## src/rtl/fft_result_unloader.sv

```systemverilog
// Drains the FFT working memory after the core finishes, restoring natural bin order,
// and streams each complex sample with its magnitude-squared over a valid/ready port.
module fft_result_unloader #(
  parameter int DATA_WIDTH  = 16,
  parameter int ADDR_WIDTH  = 5,
  parameter bit BIT_REVERSE = 1'b1
) (
  input  logic                    clk,
  input  logic                    reset,
  input  logic                    start,
  output logic                    rd_en,
  output logic [ADDR_WIDTH-1:0]   rd_addr,
  input  logic [DATA_WIDTH-1:0]   rd_real,
  input  logic [DATA_WIDTH-1:0]   rd_imag,
  output logic                    out_valid,
  input  logic                    out_ready,
  output logic [DATA_WIDTH-1:0]   out_real,
  output logic [DATA_WIDTH-1:0]   out_imag,
  output logic [ADDR_WIDTH-1:0]   out_index,
  output logic [2*DATA_WIDTH:0]   out_mag_sq,
  output logic                    out_last,
  output logic                    busy,
  output logic                    done
);
  localparam int MW = 2*DATA_WIDTH+1;
  localparam logic [ADDR_WIDTH-1:0] LAST_K = '1;

  typedef enum logic [1:0] {IDLE, STREAM, FINISH} state_t;
  state_t state;

  logic [ADDR_WIDTH:0]            issue_k;
  logic                           inflight;
  logic [ADDR_WIDTH-1:0]          inflight_k;
  logic [DATA_WIDTH-1:0]          fifo_real [2];
  logic [DATA_WIDTH-1:0]          fifo_imag [2];
  logic [ADDR_WIDTH-1:0]          fifo_index [2];
  logic [MW-1:0]                  fifo_mag [2];
  logic                           wr_ptr;
  logic                           rd_ptr;
  logic [1:0]                     fifo_count;
  logic                           pop;
  logic                           issue;
  logic signed [2*DATA_WIDTH-1:0] re_ext, im_ext, re_sq, im_sq;
  logic [MW-1:0]                  cap_mag;

  function automatic logic [ADDR_WIDTH-1:0] map_addr(input logic [ADDR_WIDTH-1:0] k);
    logic [ADDR_WIDTH-1:0] r;
    r = k;
    if (BIT_REVERSE)
      for (int i = 0; i < ADDR_WIDTH; i++) r[i] = k[ADDR_WIDTH-1-i];
    return r;
  endfunction

  assign out_valid  = (fifo_count != 2'd0);
  assign pop        = out_valid & out_ready;
  assign out_real   = fifo_real[rd_ptr];
  assign out_imag   = fifo_imag[rd_ptr];
  assign out_index  = fifo_index[rd_ptr];
  assign out_mag_sq = fifo_mag[rd_ptr];
  assign out_last   = out_valid && (out_index == LAST_K);
  assign busy       = (state == STREAM);
  assign done       = (state == FINISH);

  // Issue is combinational on pop so a freed slot refills in the same cycle,
  // which is what lets the 2-entry budget sustain one beat per clock.
  assign issue   = (state == STREAM) && !issue_k[ADDR_WIDTH] &&
                   (({1'b0, fifo_count} + {2'b00, inflight}) < (3'd2 + {2'b00, pop}));
  assign rd_en   = issue;
  assign rd_addr = map_addr(issue_k[ADDR_WIDTH-1:0]);

  // Squares of sign-extended operands are never negative, so zero-extending the sum is exact.
  assign re_ext  = {{DATA_WIDTH{rd_real[DATA_WIDTH-1]}}, rd_real};
  assign im_ext  = {{DATA_WIDTH{rd_imag[DATA_WIDTH-1]}}, rd_imag};
  assign re_sq   = re_ext * re_ext;
  assign im_sq   = im_ext * im_ext;
  assign cap_mag = {1'b0, re_sq} + {1'b0, im_sq};

  always_ff @(posedge clk or posedge reset) begin
    if (reset) begin
      state   <= IDLE;
      issue_k <= '0;
    end else begin
      case (state)
        IDLE: if (start) begin
          state   <= STREAM;
          issue_k <= '0;
        end
        STREAM: begin
          if (issue) issue_k <= issue_k + 1'b1;
          if (pop && (out_index == LAST_K)) state <= FINISH;
        end
        FINISH:  state <= IDLE;
        default: state <= IDLE;
      endcase
    end
  end

  // Read data arrives one cycle after the strobe; inflight marks that cycle for the push.
  always_ff @(posedge clk or posedge reset) begin
    if (reset) begin
      inflight   <= 1'b0;
      inflight_k <= '0;
      wr_ptr     <= 1'b0;
      rd_ptr     <= 1'b0;
      fifo_count <= 2'd0;
      for (int i = 0; i < 2; i++) begin
        fifo_real[i]  <= '0;
        fifo_imag[i]  <= '0;
        fifo_index[i] <= '0;
        fifo_mag[i]   <= '0;
      end
    end else begin
      inflight <= issue;
      if (issue) inflight_k <= issue_k[ADDR_WIDTH-1:0];
      if (inflight) begin
        fifo_real[wr_ptr]  <= rd_real;
        fifo_imag[wr_ptr]  <= rd_imag;
        fifo_index[wr_ptr] <= inflight_k;
        fifo_mag[wr_ptr]   <= cap_mag;
        wr_ptr             <= ~wr_ptr;
      end
      if (pop) rd_ptr <= ~rd_ptr;
      fifo_count <= fifo_count + {1'b0, inflight} - {1'b0, pop};
    end
  end

endmodule

```

## config.mk

```make
export PLATFORM = sky130hd
export DESIGN_NAME = fft_result_unloader
export DESIGN_NICKNAME = d
export VERILOG_FILES = /design/src/rtl/fft_result_unloader.sv
export SDC_FILE = /design/constraint.sdc
export NUM_CORES = 2
export LEC_CHECK = 0
export CELL_PAD_IN_SITES_DETAIL_PLACEMENT = 1
export CELL_PAD_IN_SITES_GLOBAL_PLACEMENT = 1
export CORE_MARGIN = 2
export CORE_UTILIZATION = 50
export DETAILED_ROUTE_END_ITERATION = 7
export GPL_ROUTABILITY_DRIVEN = 0
export PLACE_DENSITY_LB_ADDON = 0.3
export SLEW_MARGIN = 30
export SYNTH_ARGS = -nofsm -noshare
export SYNTH_HDL_FRONTEND = slang
export SYNTH_SLANG_ARGS = --single-unit
```

## constraint.sdc

```tcl
create_clock -name clk -period 6.3 [get_ports clk]
set_input_delay 0.945 -clock clk [delete_from_list [all_inputs] [get_ports clk]]
set_output_delay 0.945 -clock clk [all_outputs]
set_load 0.03 [all_outputs]
```

==> metrics list <==
- The run finished, with violations left.
- The checks that failed: DRC, capacitance limit, slew limit, setup timing.
- Total length of routed wires: 178000 um
* Met1 demand-to-capacity share in global routing: 0.476
* H-tree Lvls: 4
* Starting Density: 0.508
- Worst setup skew after layout: 0.0207 ns
* Buffers & Inverters on Critical Path: 11
- The critical path crosses 33 cells after its start point.
* First-pass GRT wire length: 180000 um
* Largest stage delay on the critical path: 1.13 ns
- For this run, the top clock speed supported by timing is 90.2 MHz.
- The worst setup path is captured at a flip-flop.
- Number of nets produced by synthesis: 3476
- Along the worst hold path, the cell count comes to 2.
- Counting distinct cell types in the post-synthesis netlist gives 69.
* Boundary Pins: 116
- For this design, the slowest cell found on the critical path is sky130_fd_sc_hd__nor2b_1.
- Setup WS pre-CTS: -2.79 ns
- Averaged over all synthesized cells, the footprint is 9.52 um^2.
- Flip-flop cell with the highest count after synthesis: sky130_fd_sc_hd__dfrtp_1
- After clock tree synthesis, the clock-pin slew on the worst setup and hold paths is 0.10 ns.
- At the later pin of the worst-skew pair, clock insertion delay measures 0.56 ns.
- Unrepaired setup endpoints after global routing: true
* Seq cells post-synth: 158
* Count leader, synth: sky130_fd_sc_hd__inv_1
* Area taken by flip-flops and latches: 3960 um^2
- Across every metal layer, demand over resource in global routing totals 0.451.
- Counting every instance in the synthesized netlist gives 2756.
- In the synthesized netlist the async set-or-reset flop fraction comes to 1.00.
- In the final design database the tool counted 4111 nets.
* TritonCTS buffer count: 17
- Fraction of layout cells with a size suffix above 1: 0.358
- Of the synthesized area, sequential elements account for 0.151.
- The detailed router placed 30300 vias in this run.
- The number of slew-limit violations in the final report was 2.
- From bottom edge to top edge, the die measures 233 um.
* Max-capacitance violation count: 1
* Crit path setup slack, layout: -4.79 ns
- After synthesis, the most frequently instantiated cells are 669 x sky130_fd_sc_hd__inv_1, 477 x sky130_fd_sc_hd__fa_1, 269 x sky130_fd_sc_hd__nand2_1, 207 x sky130_fd_sc_hd__ha_1, 158 x sky130_fd_sc_hd__dfrtp_1.
- Fill cells in the final layout number 5456.
* GR peak layer: met2
* Worst Tran Pin Value: 1.59 ns
- DRC violations left: 331
* Number of I/O port buffers: 115
- For met2 alone, demand over resource in global routing was 0.763.
- The largest total area in the synthesized netlist belongs to sky130_fd_sc_hd__fa_1.
- The number of endpoints with negative hold slack in the final report is 0.
- Counting every sink on the clock net gives 158.
- The tightest min-delay check is of the flip-flop to flip-flop type.
- For this run, global-route usage on met3 was measured as 0.101.
- The detailed router finished its first iteration with 5992 violations.
- Largest net degree at the start of global routing: 74
- In this run the standard cell core region covers 51600 um^2.
- The die is 233 um wide.
- The worst pin sits at a relative slew slack of -0.0609.
- Final period demand of the worst path: 11.09 ns
- The share of synthesized area in the top cell type comes to 0.364.
- Cell types occupying the most area after synthesis: sky130_fd_sc_hd__fa_1 36%, sky130_fd_sc_hd__dfrtp_1 15%, sky130_fd_sc_hd__ha_1 9.9%
- The synthesized design contains 0 enable-type register cells.
- No sink is reached through more buffers than the 2 on the longest clock path.
- Summing all multi-input logic gate instances after layout gives 21700 um^2.
- Mean routed wirelength per cell: 43.3 um
- Number of hold buffers added after CTS: 0
- Vias in the first global route: 29800
- Drt via density: 7.39
- STA puts the critical path data arrival time at 11.45 ns.
- The cell area that synthesis handed to floorplanning was 26200 um^2.
- Buffer cell driving the clock tree root: sky130_fd_sc_hd__clkbuf_16
* Worst r2r path cells: 5
- Kind of critical path: input pin to flip-flop
* Setup-failing EPs final: 54
- After global routing the overflow that remains totals 0.
- The most numerous cell type found on the critical path is sky130_fd_sc_hd__fa_1.
- The Yosys step of the flow raised 0 warnings.
- The kind of cell with the highest combined delay along the critical path is adder cells.
* Placed cell count: 3928
* Pre-Repair DR Iteration Count: 8
* Crit share post-route: 1.76
* Antenna violations before repair: 15
- For the worst setup path, the data required time is 6.65 ns.
- In this run the core area contains 83 standard-cell rows.
- Clock tree from TritonCTS: yes
- Once detail routing completed, the nets flagged for antenna violations numbered 0.
- Along the worst path, the maximum fanout reaches 4.
- HPWL after DPL: 71800 um
- Cell Count, Final, Fillers Out: 4105
- The die covers 54300 um^2.
- The area growth from synthesis to layout is 36.7%.
- STA classifies the critical path startpoint as an input pin.
## cell usage in the layout, fill, tap and decap left out, types with 30 or more instances in the layout
cell,instances
sky130_fd_sc_hd__mux2_2,130
sky130_fd_sc_hd__buf_6,79
sky130_fd_sc_hd__xnor2_1,54
sky130_fd_sc_hd__ha_1,162
sky130_fd_sc_hd__buf_4,517
sky130_fd_sc_hd__o21ai_2,30
sky130_fd_sc_hd__inv_1,609
sky130_fd_sc_hd__ha_4,36
sky130_fd_sc_hd__nor2_1,82
sky130_fd_sc_hd__fa_2,36
sky130_fd_sc_hd__fa_1,441
sky130_fd_sc_hd__dfrtp_1,157
sky130_fd_sc_hd__inv_2,54
sky130_fd_sc_hd__nand2_1,230
sky130_fd_sc_hd__o21ai_0,58
sky130_fd_sc_hd__clkdlybuf4s50_1,83
sky130_fd_sc_hd__a21o_1,35
sky130_fd_sc_hd__and2_1,65
## sequential cells by signal (all words and copies together), names as in the netlist, 2 cells and up
name / count
state: 2
inflight_k: 5
fifo_imag: 32
fifo_count: 2
fifo_real: 32
fifo_mag: 66
fifo_index: 10
issue_k: 6
## final timing paths
check                               from       endpoint  slack, ns
setup / recovery              rd_imag[2]   fifo_mag[54]      -4.79
hold / removal             fifo_imag[15]  fifo_imag[15]       0.50
setup reg to reg                inflight  fifo_imag[29]       2.98
hold reg to reg            fifo_imag[15]  fifo_imag[15]       0.50
max in group asynchronous          reset  fifo_real[12]       4.06
min in group asynchronous          reset   fifo_imag[4]       0.92
## repair_timing
item | 4_1_cts | 5_1_grt
pin swaps | 151 | 148
setup buffers | 82 | 59
cloned | 3 | 0
endpoints found under the setup margin | 50 | 50
endpoints found under the hold margin | 0 | 0
gates resized for setup | 417 | 337
## layout make-up
cell class | instances | area share
repair buffers | 717 | 0.172
clock buffers | 17 | 0.0119
clock inverters | 15 | 0.00496
diodes | 21 | 0.00147
flip-flops and latches | 158 | 0.110
well taps | 680 | 0.0237
multi-input cells | 1828 | 0.605
inverters | 669 | 0.0706
## layer usage
layer	share of wire	wire, um
met5	0.0073	1290
met4	0.15	26100
met3	0.16	28500
met2	0.40	70500
met1	0.29	51500
## through the flow
| stage | hold slack, ns | area [um^2] | TNS (ns) | util |
|---|---|---|---|---|
| 2_1_floorplan | 0.443 | 26700 | -35.98 | - |
| 3_3_place_gp | 0.455 | 31800 | -81.93 | 0.617 |
| 3_5_place_dp | 0.465 | 31800 | -105.48 | 0.617 |
| 4_1_cts | 0.482 | 34200 | -50.81 | 0.663 |
| 5_1_grt | 0.531 | 35800 | -145.90 | 0.694 |
| 6_report | 0.499 | 35800 | -167.72 | 0.695 |
## tightest hold or removal path: stages, from the launching register on
cell and delay, ns:
sky130_fd_sc_hd__dfrtp_1 0.35, sky130_fd_sc_hd__nand2_1 0.05, sky130_fd_sc_hd__o21ai_0 0.06
## logic make-up after synthesis
kind of cell / synth area share
adders and majority gates: 0.463
xor gates and xnor gates: 0.0357
and+or+nand+nor: 0.104
DFF: 0.151
AOI/OAI and AO/OA: 0.0796
buffers and inverters: 0.111
muxes: 0.0558
Power is left out: the tool's default activity adds up to more than one toggle a clock period on the data nets, which glitch-free logic cannot reach.
